==> config.mk <==
export PLATFORM = sky130hd
export DESIGN_NAME = uart_tx_serializer
export DESIGN_NICKNAME = d
export VERILOG_FILES = /design/src/rtl/uart_tx_serializer.sv
export SDC_FILE = /design/constraint.sdc
export NUM_CORES = 1
export LEC_CHECK = 0
export ABC_CLOCK_PERIOD_IN_PS = 2600
export CAP_MARGIN = 20
export CORE_ASPECT_RATIO = 1.4
export CORE_MARGIN = 8
export CORE_UTILIZATION = 55
export CTS_CLUSTER_SIZE = 20
export DETAILED_ROUTE_END_ITERATION = 8
export PLACE_DENSITY_LB_ADDON = 0.08
export SETUP_SLACK_MARGIN = 0.1
export SKIP_LAST_GASP = 1
export SLEW_MARGIN = 20
export SYNTH_ARGS = -nofsm -noshare
export SYNTH_HDL_FRONTEND = slang
export SYNTH_SLANG_ARGS = --single-unit
==> constraint.sdc <==
create_clock -name clk -period 2.6 [get_ports clk]
set_input_delay 0.26 -clock clk [delete_from_list [all_inputs] [get_ports clk]]
set_output_delay 0.26 -clock clk [all_outputs]
set_load 0.02 [all_outputs]
==> src/rtl/uart_tx_serializer.sv <==
`timescale 1ns/1ps
`default_nettype none
// ============================================================================
// Module      : uart_tx_serializer
// Description : Byte-oriented UART transmitter with a small transmit FIFO.
//               Frames are start(0) + 8 data bits LSB first + stop(1); each
//               bit lasts CLK_DIV clk cycles. A companion bit clock UART_clk
//               is low for the first half and high for the second half of
//               every bit, so a receiver samples UART_tx on its rising edge.
//
// Parameters  : CLK_DIV    - clk cycles per UART bit (even, >= 2)
//               FIFO_DEPTH - transmit FIFO entries (power of two, >= 2)
//
// Ports       : clk      in   single clock, rising edge
//               rst      in   synchronous active-high reset
//               wr_data  in   [7:0] byte to enqueue
//               wr_en    in   enqueue strobe, taken when full=0
//               full     out  FIFO holds FIFO_DEPTH bytes
//               empty    out  FIFO holds no bytes
//               busy     out  a frame is in progress
//               UART_tx  out  serial data line, idle high
//               UART_clk out  bit clock, held low outside frames
//
// Revision    : 1.0 - initial release
// ============================================================================
module uart_tx_serializer #(
    parameter int CLK_DIV    = 16,
    parameter int FIFO_DEPTH = 4
) (
    input  logic       clk,
    input  logic       rst,
    input  logic [7:0] wr_data,
    input  logic       wr_en,
    output logic       full,
    output logic       empty,
    output logic       busy,
    output logic       UART_tx,
    output logic       UART_clk
);

    localparam int AW = $clog2(FIFO_DEPTH);
    localparam int CW = AW + 1;
    localparam int BW = $clog2(CLK_DIV);

    localparam logic [CW-1:0] c_fifo_full = CW'(FIFO_DEPTH);
    localparam logic [BW-1:0] c_cnt_max   = BW'(CLK_DIV - 1);
    localparam logic [BW-1:0] c_cnt_half  = BW'(CLK_DIV / 2);

    typedef enum logic [1:0] {
        S_IDLE  = 2'd0,
        S_START = 2'd1,
        S_DATA  = 2'd2,
        S_STOP  = 2'd3
    } state_t;

    // ------------------------------------------------------------------
    // Transmit FIFO
    // ------------------------------------------------------------------
    logic [7:0]    mem_q [FIFO_DEPTH];
    logic [AW-1:0] wr_ptr_q;
    logic [AW-1:0] rd_ptr_q;
    logic [CW-1:0] count_q;
    logic [CW-1:0] count_d;

    logic          w_push;
    logic          w_pop;
    logic [7:0]    w_head;

    // ------------------------------------------------------------------
    // Serializer state
    // ------------------------------------------------------------------
    state_t        state_q;
    logic [BW-1:0] cnt_q;
    logic [BW-1:0] w_cnt_inc;
    logic [2:0]    bit_idx_q;
    logic [7:0]    shreg_q;
    logic          tx_q;
    logic          uclk_q;
    logic          w_bit_end;

    assign full   = (count_q == c_fifo_full);
    assign empty  = (count_q == '0);
    assign w_head = mem_q[rd_ptr_q];

    // A push while full is simply not a push, so a same-cycle pop cannot
    // make room for it.
    assign w_push = wr_en & ~full;

    assign w_bit_end = (cnt_q == c_cnt_max);
    assign w_cnt_inc = cnt_q + 1'b1;

    // Pop from IDLE immediately, or at the very last cycle of the stop bit
    // so the next start bit follows with no idle gap.
    assign w_pop = ~empty & ((state_q == S_IDLE) |
                             ((state_q == S_STOP) & w_bit_end));

    always_comb begin
        count_d = count_q;
        case ({w_push, w_pop})
            2'b10:   count_d = count_q + 1'b1;
            2'b01:   count_d = count_q - 1'b1;
            default: count_d = count_q;
        endcase
    end

    always_ff @(posedge clk) begin
        if (rst) begin
            wr_ptr_q <= '0;
            rd_ptr_q <= '0;
            count_q  <= '0;
        end else begin
            count_q <= count_d;
            if (w_push) begin
                wr_ptr_q <= wr_ptr_q + 1'b1;
            end
            if (w_pop) begin
                rd_ptr_q <= rd_ptr_q + 1'b1;
            end
        end
    end

    // Storage needs no reset: occupancy alone decides what is valid.
    always_ff @(posedge clk) begin
        if (!rst && w_push) begin
            mem_q[wr_ptr_q] <= wr_data;
        end
    end

    // ------------------------------------------------------------------
    // Frame FSM. UART_tx and UART_clk are driven straight from flops; the
    // value loaded at each edge is the one for the cycle that follows.
    // ------------------------------------------------------------------
    always_ff @(posedge clk) begin
        if (rst) begin
            state_q   <= S_IDLE;
            cnt_q     <= '0;
            bit_idx_q <= '0;
            shreg_q   <= '0;
            tx_q      <= 1'b1;
            uclk_q    <= 1'b0;
        end else begin
            case (state_q)
                S_IDLE: begin
                    tx_q   <= 1'b1;
                    uclk_q <= 1'b0;
                    cnt_q  <= '0;
                    if (w_pop) begin
                        state_q <= S_START;
                        shreg_q <= w_head;
                        tx_q    <= 1'b0;
                    end
                end

                default: begin
                    if (w_bit_end) begin
                        cnt_q  <= '0;
                        uclk_q <= 1'b0;
                        case (state_q)
                            S_START: begin
                                state_q   <= S_DATA;
                                bit_idx_q <= '0;
                                tx_q      <= shreg_q[0];
                                shreg_q   <= {1'b0, shreg_q[7:1]};
                            end
                            S_DATA: begin
                                if (bit_idx_q == 3'd7) begin
                                    state_q <= S_STOP;
                                    tx_q    <= 1'b1;
                                end else begin
                                    bit_idx_q <= bit_idx_q + 1'b1;
                                    tx_q      <= shreg_q[0];
                                    shreg_q   <= {1'b0, shreg_q[7:1]};
                                end
                            end
                            default: begin
                                if (w_pop) begin
                                    state_q <= S_START;
                                    shreg_q <= w_head;
                                    tx_q    <= 1'b0;
                                end else begin
                                    state_q <= S_IDLE;
                                    tx_q    <= 1'b1;
                                end
                            end
                        endcase
                    end else begin
                        cnt_q  <= w_cnt_inc;
                        // Second half of the bit period drives the bit clock high.
                        uclk_q <= (w_cnt_inc >= c_cnt_half);
                    end
                end
            endcase
        end
    end

    assign busy     = (state_q != S_IDLE);
    assign UART_tx  = tx_q;
    assign UART_clk = uclk_q;

endmodule
`default_nettype wire

==> results of run 1 <==
==> synth_stat cells, types with 2 or more instances <==
| cell type | n |
|---|---|
| a21oi_1 | 13 |
| a31oi_1 | 2 |
| and2_1 | 5 |
| buf_2 | 2 |
| buf_4 | 3 |
| clkbuf_1 | 3 |
| dfxtp_1 | 27 |
| edfxtp_1 | 32 |
| ha_1 | 12 |
| inv_1 | 8 |
| mux2i_1 | 2 |
| mux4_2 | 8 |
| nand2_1 | 6 |
| nand2b_1 | 2 |
| nand3_1 | 5 |
| nand3b_1 | 2 |
| nor2_1 | 18 |
| nor3_1 | 9 |
| nor4_1 | 5 |
| nor4_2 | 4 |
| o211ai_1 | 2 |
| o21ai_0 | 2 |
| o21ai_2 | 2 |
| xnor2_1 | 3 |
| xor2_1 | 4 |
==> worst paths after layout <==
path                   to  slack (ns)  cells past startpoint
max            count_q[2]        0.29                     10
min          bit_idx_q[1]        0.47                      2
max reg2reg    count_q[2]        0.29                     10
min reg2reg  bit_idx_q[1]        0.47                      2
==> report_power, final <==
group / switching [uW] / internal, uW / total (uW)
logic: 628 / 501 / 1130
registers: 158 / 1150 / 1310
clock network: 353 / 429 / 781
total: 1140 / 2080 / 3220
==> critical path, cell delays in order (launching register included) <==
cell	delay, ns
dfxtp_1	0.34
inv_1	0.10
ha_1	0.26
inv_2	0.11
a21oi_2	0.19
ha_1	0.20
inv_1	0.06
fa_1	0.38
xor2_1	0.15
or3_1	0.31
a21oi_1	0.14
==> layout make-up <==
type / count / area, sq um
clock buffer: 13 / 170.2
clock inverter: 3 / 20.02
fill: 368 / 1555
inverter: 9 / 33.78
multi-input combinational: 126 / 1033
sequential: 59 / 1501
tap: 62 / 77.57
timing repair buffer: 19 / 180.2
==> flip-flops by register name, indices dropped and copies added (netlist names), named ones only <==
register	flops
wr_ptr_q	2
bit_idx_q	3
mem_q	32
shreg_q	8
cnt_q	4
rd_ptr_q	2
UART_tx	1
state_q	2
count_q	3
==> per-layer routing <==
| metal | routed length [um] | global-route usage, % | up-vias |
|---|---|---|---|
| li1 | - | - | 800 |
| met1 | 1992 | 15.34 | 800 |
| met2 | 2505 | 23.91 | 22 |
| met3 | 198 | 6.095 | 7 |
| met4 | 70 | 6.364 | 0 |
| met5 | 0 | 0 | - |
==> cell families after synthesis <==
family	count (synthesis)	synth area share, %
compound gates	32	8.982
buf+inv	18	3.392
fa+ha+maj	13	6.498
xor+xnor	7	2.341
flops	59	57.33
simple gates	64	13.81
mux	10	7.644
==> through the flow <==
step	worst slack (ns)	instance area [sq um]	total power, uW
3_5_place_dp	0.2954	2826	2456
2_1_floorplan	0.2266	2624	2170
3_3_place_gp	0.4147	2826	2405
5_1_grt	0.1582	3017	3409
6_report	0.2920	3017	3217
4_1_cts	0.2827	3017	3237
==> results.yml, run 1 <==
run_status:
  outcome: "finished, final reports clean"
timing:
  finalSetupViolations: 0
  timing.final.max_slew_violations: 0
  slew_headroom_pct: 60.68
  fmax_mhz: 433.3
  min_period_ns: 2.308
  timing.hold.ws_ns: 0.4681
  min_period_over_period_pct: 88.77
  tightest_slew_ns: 0.5890
  fin_skew_ns: 0.006961
  rsz0062_at_grt: "no"
  fin_tns_setup_ns: 0
  hold_viol: 0
route:
  routed_wl_mm: 4.766
  routedWlPerCell_um: 16.38
  via_per_inst: 5.598
  via_count: 1629
  drc: 0
  ant_nets: 0
  drt_first_pass_iters: 6
  drtIter0Drc: 116
clock_network:
  cts_max_path_buffers: 2
  cts_buffers: 9
  ctsResizeCount: 0
  cts.sinks: 59
  cts_tree: "yes"
  clkTransAtPathRegs_ns: 0.06
  holdBufCountCts: 0
  h-tree-depth: 3
  cts_root_buf: "clkbuf_8"
  clock_latency_ns: 0.34
  postCtsSetupBuffers: 0
placement:
  routabilityCongestion: 0.8265
  hpwl_mm: 3.399
  placed_cells: 275
  io_buffers: 15
yosys:
  ys_types: 47
  yosysSeqAreaShare_pct: 57.33
  yosys-top-cells-area: "edfxtp_1 37%, dfxtp_1 21%, mux4_2 6.9%"
  synth_enable_flop_cells: 32
  synth_warnings: 0
  async_flop_share_pct: 0
  yosys_most_used_dff: "edfxtp_1"
  syn_nets: 227
  yosysTopAreaCellShare_pct: 36.69
  yosysTopAreaCell: "edfxtp_1"
  syn_area_sq_mm: 0.002619
  synth_seq_cells: 59
  synthCells: 203
  syn_area_per_cell_sq_um: 12.90
cells_and_area:
  fin_cells: 291
  fin_util_pct: 65.98
  layout_commonest_cell: "edfxtp_1"
  final_cell_mix: "32 x edfxtp_1, 27 x dfxtp_1, 18 x nor2_1"
  syn2layout_area_growth_pct: 15.19
  final_nets: 248
  diodes: 0
  drive_gt1_share_pct: 17.90
die:
  initial_core_util_pct: 57.28
  num_rows: 29
  die_width_um: 74.32
  core_sq_mm: 0.004572
  die_h_um: 97.65
  pin_count: 16
  dieArea_sq_mm: 0.007256
setup_path:
  arrival_ns: 2.58
  path_max_fanout: 7
  critPathLaunchType: "flop"
  r2r_start: "state_q[0]"
  crit_start: "state_q[0]"
  crit_type: "flop to flop"
  crit_path_end_kind: "flop"
  crit_required_ns: 2.87
global_route:
  grt_max_degree: 27
  overflow: 0
  grt_usage_pct: 14.47
  grt_pass1_vias: 1714
  grt_pass1_wl_mm: 7.921
  antenna_found_initial: 0
worst_hold_path:
  hold_class: "flop to flop"
  worstHoldStart: "bit_idx_q[1]"
power_and_ir_drop:
  vdd_drop_max_uv: 667.0
  power_leakage_uw: 0.001055
  powerDensity_mw_per_mm2: 1066
job:
  maxCapViolCount: 0
Power figures use the tool's default switching activity.
==> run 2, diff against run 1 <==
--- a/constraint.sdc
+++ b/constraint.sdc
@@ -3,2 +3,2 @@
 set_output_delay 0.26 -clock clk [all_outputs]
-set_load 0.02 [all_outputs]
+set_load 0.05 [all_outputs]
==> run 2 against run 1 <==
Sequential power barely moved. Total power rose by 9.4%. Core utilization grew 1.3 points. Sequential share of layout area fell by 0.95 points. Global-route usage up 0.20 points. Fmax increased by 0.34%. First-iteration DRC count is 9.5% lower. Via count rose by 1.7%. Die area stayed put. Combinational power is 8% higher. Register-to-register slack about the same. Final area rose by 1.9%.
==> results.yml, run 2 (same netlist as run 1, synthesis figures left out) <==
run_status:
  outcome: "finished, final reports clean"
cells_and_area:
  layout_commonest_cell: "edfxtp_1"
  fin_cells: 291
  final_nets: 248
  syn2layout_area_growth_pct: 17.44
  top_regs: "mem_q (32), shreg_q (8), cnt_q (4)"
  final_cell_mix: "32 x edfxtp_1, 27 x dfxtp_1, 18 x nor2_1"
  top_register: "mem_q"
  diodes: 0
  drive_gt1_share_pct: 19.21
  largest_reg_flops: 32
  final_cell_area_sq_mm: 0.003075
timing:
  finalSetupViolations: 0
  hold_viol: 0
  rsz0062_at_grt: "no"
  fmax_mhz: 434.7
  min_period_ns: 2.300
  min_period_over_period_pct: 88.47
  fin_tns_setup_ns: 0
  fin_skew_ns: 0.008507
  setup_ws_ns: 0.2998
  timing.final.max_slew_violations: 0
  tightest_slew_ns: 0.5511
  slew_headroom_pct: 63.21
placement:
  routabilityCongestion: 0.8164
  place_area_sq_mm: 0.002833
  place_ws_ns: 0.2745
  hpwl_mm: 3.335
  io_buffers: 15
  placed_cells: 275
global_route:
  grt_pass1_wl_mm: 7.893
  overflow: 0
  grt_pass1_vias: 1670
  antenna_found_initial: 0
  grt_max_degree: 27
  grt_usage_pct: 14.66
clock_network:
  postCtsSetupBuffers: 0
  ctsResizeCount: 0
  cts_tree: "yes"
  h-tree-depth: 3
  cts_root_buf: "clkbuf_8"
  holdBufCountCts: 0
  clock_latency_ns: 0.34
  cts_max_path_buffers: 2
  clkTransAtPathRegs_ns: 0.07
  cts.sinks: 59
  cts_buffers: 9
setup_path:
  crit_required_ns: 2.87
  crit_type: "flop to flop"
  cp_slowest_stage_delay_ns: 0.38
  path_max_fanout: 7
  arrival_ns: 2.57
  path_cells: "inv_1 > ha_2 > inv_2 > a21oi_2 > ha_1 > inv_1 > fa_1 > xor2_1 > or3_1 > a21oi_1"
  path_common_cell: "inv_1"
  cp_num_buf_inv: 3
  critPathLaunchType: "flop"
  critPathSlowestCell: "fa_1"
  critPathTopFamily: "adder cells"
  crit_path_end_kind: "flop"
route:
  drc: 0
  via_count: 1656
  met2RoutedLength_mm: 2.525
  routedWlPerCell_um: 16.37
  wl_met1_mm: 1.939
  drtIter0Drc: 105
  dr_wl_met3_um: 172
  routed_wl_mm: 4.763
  drt_first_pass_iters: 4
  ant_nets: 0
  via_per_inst: 5.691
  dr.max_layer_used: "met4"
die:
  num_rows: 29
  die_h_um: 97.65
  dieArea_sq_mm: 0.007256
  core_sq_mm: 0.004572
  initial_core_util_pct: 57.28
  die_width_um: 74.32
  pin_count: 16
power_and_ir_drop:
  powerDensity_mw_per_mm2: 1144
  power_uw: 3520
  vdd_drop_max_uv: 548.9
  power_leakage_uw: 0.001082
job:
  maxCapViolCount: 0
worst_hold_path:
  hold_class: "flop to flop"
==> run 2: layout make-up <==
class	count	area, sq um
tap	62	77.57
fill	367	1496
sequential	59	1501
clock buffer	9	123.9
clock inverter	7	116.4
multi-input combinational	126	1042
inverter	9	33.78
timing repair buffer	19	180.2
==> run 2: per-layer routing <==
metal | up-vias | track usage [%]
met5 | - | 0
met4 | 0 | 9.545
met3 | 12 | 4.132
met2 | 33 | 24.12
met1 | 812 | 15.62
li1 | 799 | -
==> run 2: power breakdown <==
group | internal (uW) | leakage (uW) | switching, uW
combinational | 510 | 0.000451 | 705
clock | 634 | 0.000119 | 363
sequential | 1150 | 0.000511 | 159
total | 2290 | 0.00108 | 1230
==> run 2: worst register-to-register path, cell delays in order, from the launching register on <==
cell,delay (ns)
dfxtp_1,0.34
inv_1,0.10
ha_2,0.24
inv_2,0.10
a21oi_2,0.19
ha_1,0.22
inv_1,0.07
fa_1,0.38
xor2_1,0.16
or3_1,0.31
a21oi_1,0.14
==> run 2: per-stage QoR <==
step	hold WS, ns	util, %
final	0.4675	67.27
after global routing	0.4868	67.27
after CTS	0.4692	67.21
after detailed placement	0.4596	61.96
after global placement	0.4410	61.96
after floorplan	0.3589	-
==> run 2: worst paths after layout <==
kind                    from    endpoint  slack [ns]  cells past startpoint
setup / recovery  state_q[0]  count_q[2]        0.30                     10
hold / removal      cnt_q[0]    cnt_q[0]        0.47                      1
setup reg to reg  state_q[0]  count_q[2]        0.30                     10
hold reg to reg     cnt_q[0]    cnt_q[0]        0.47                      1
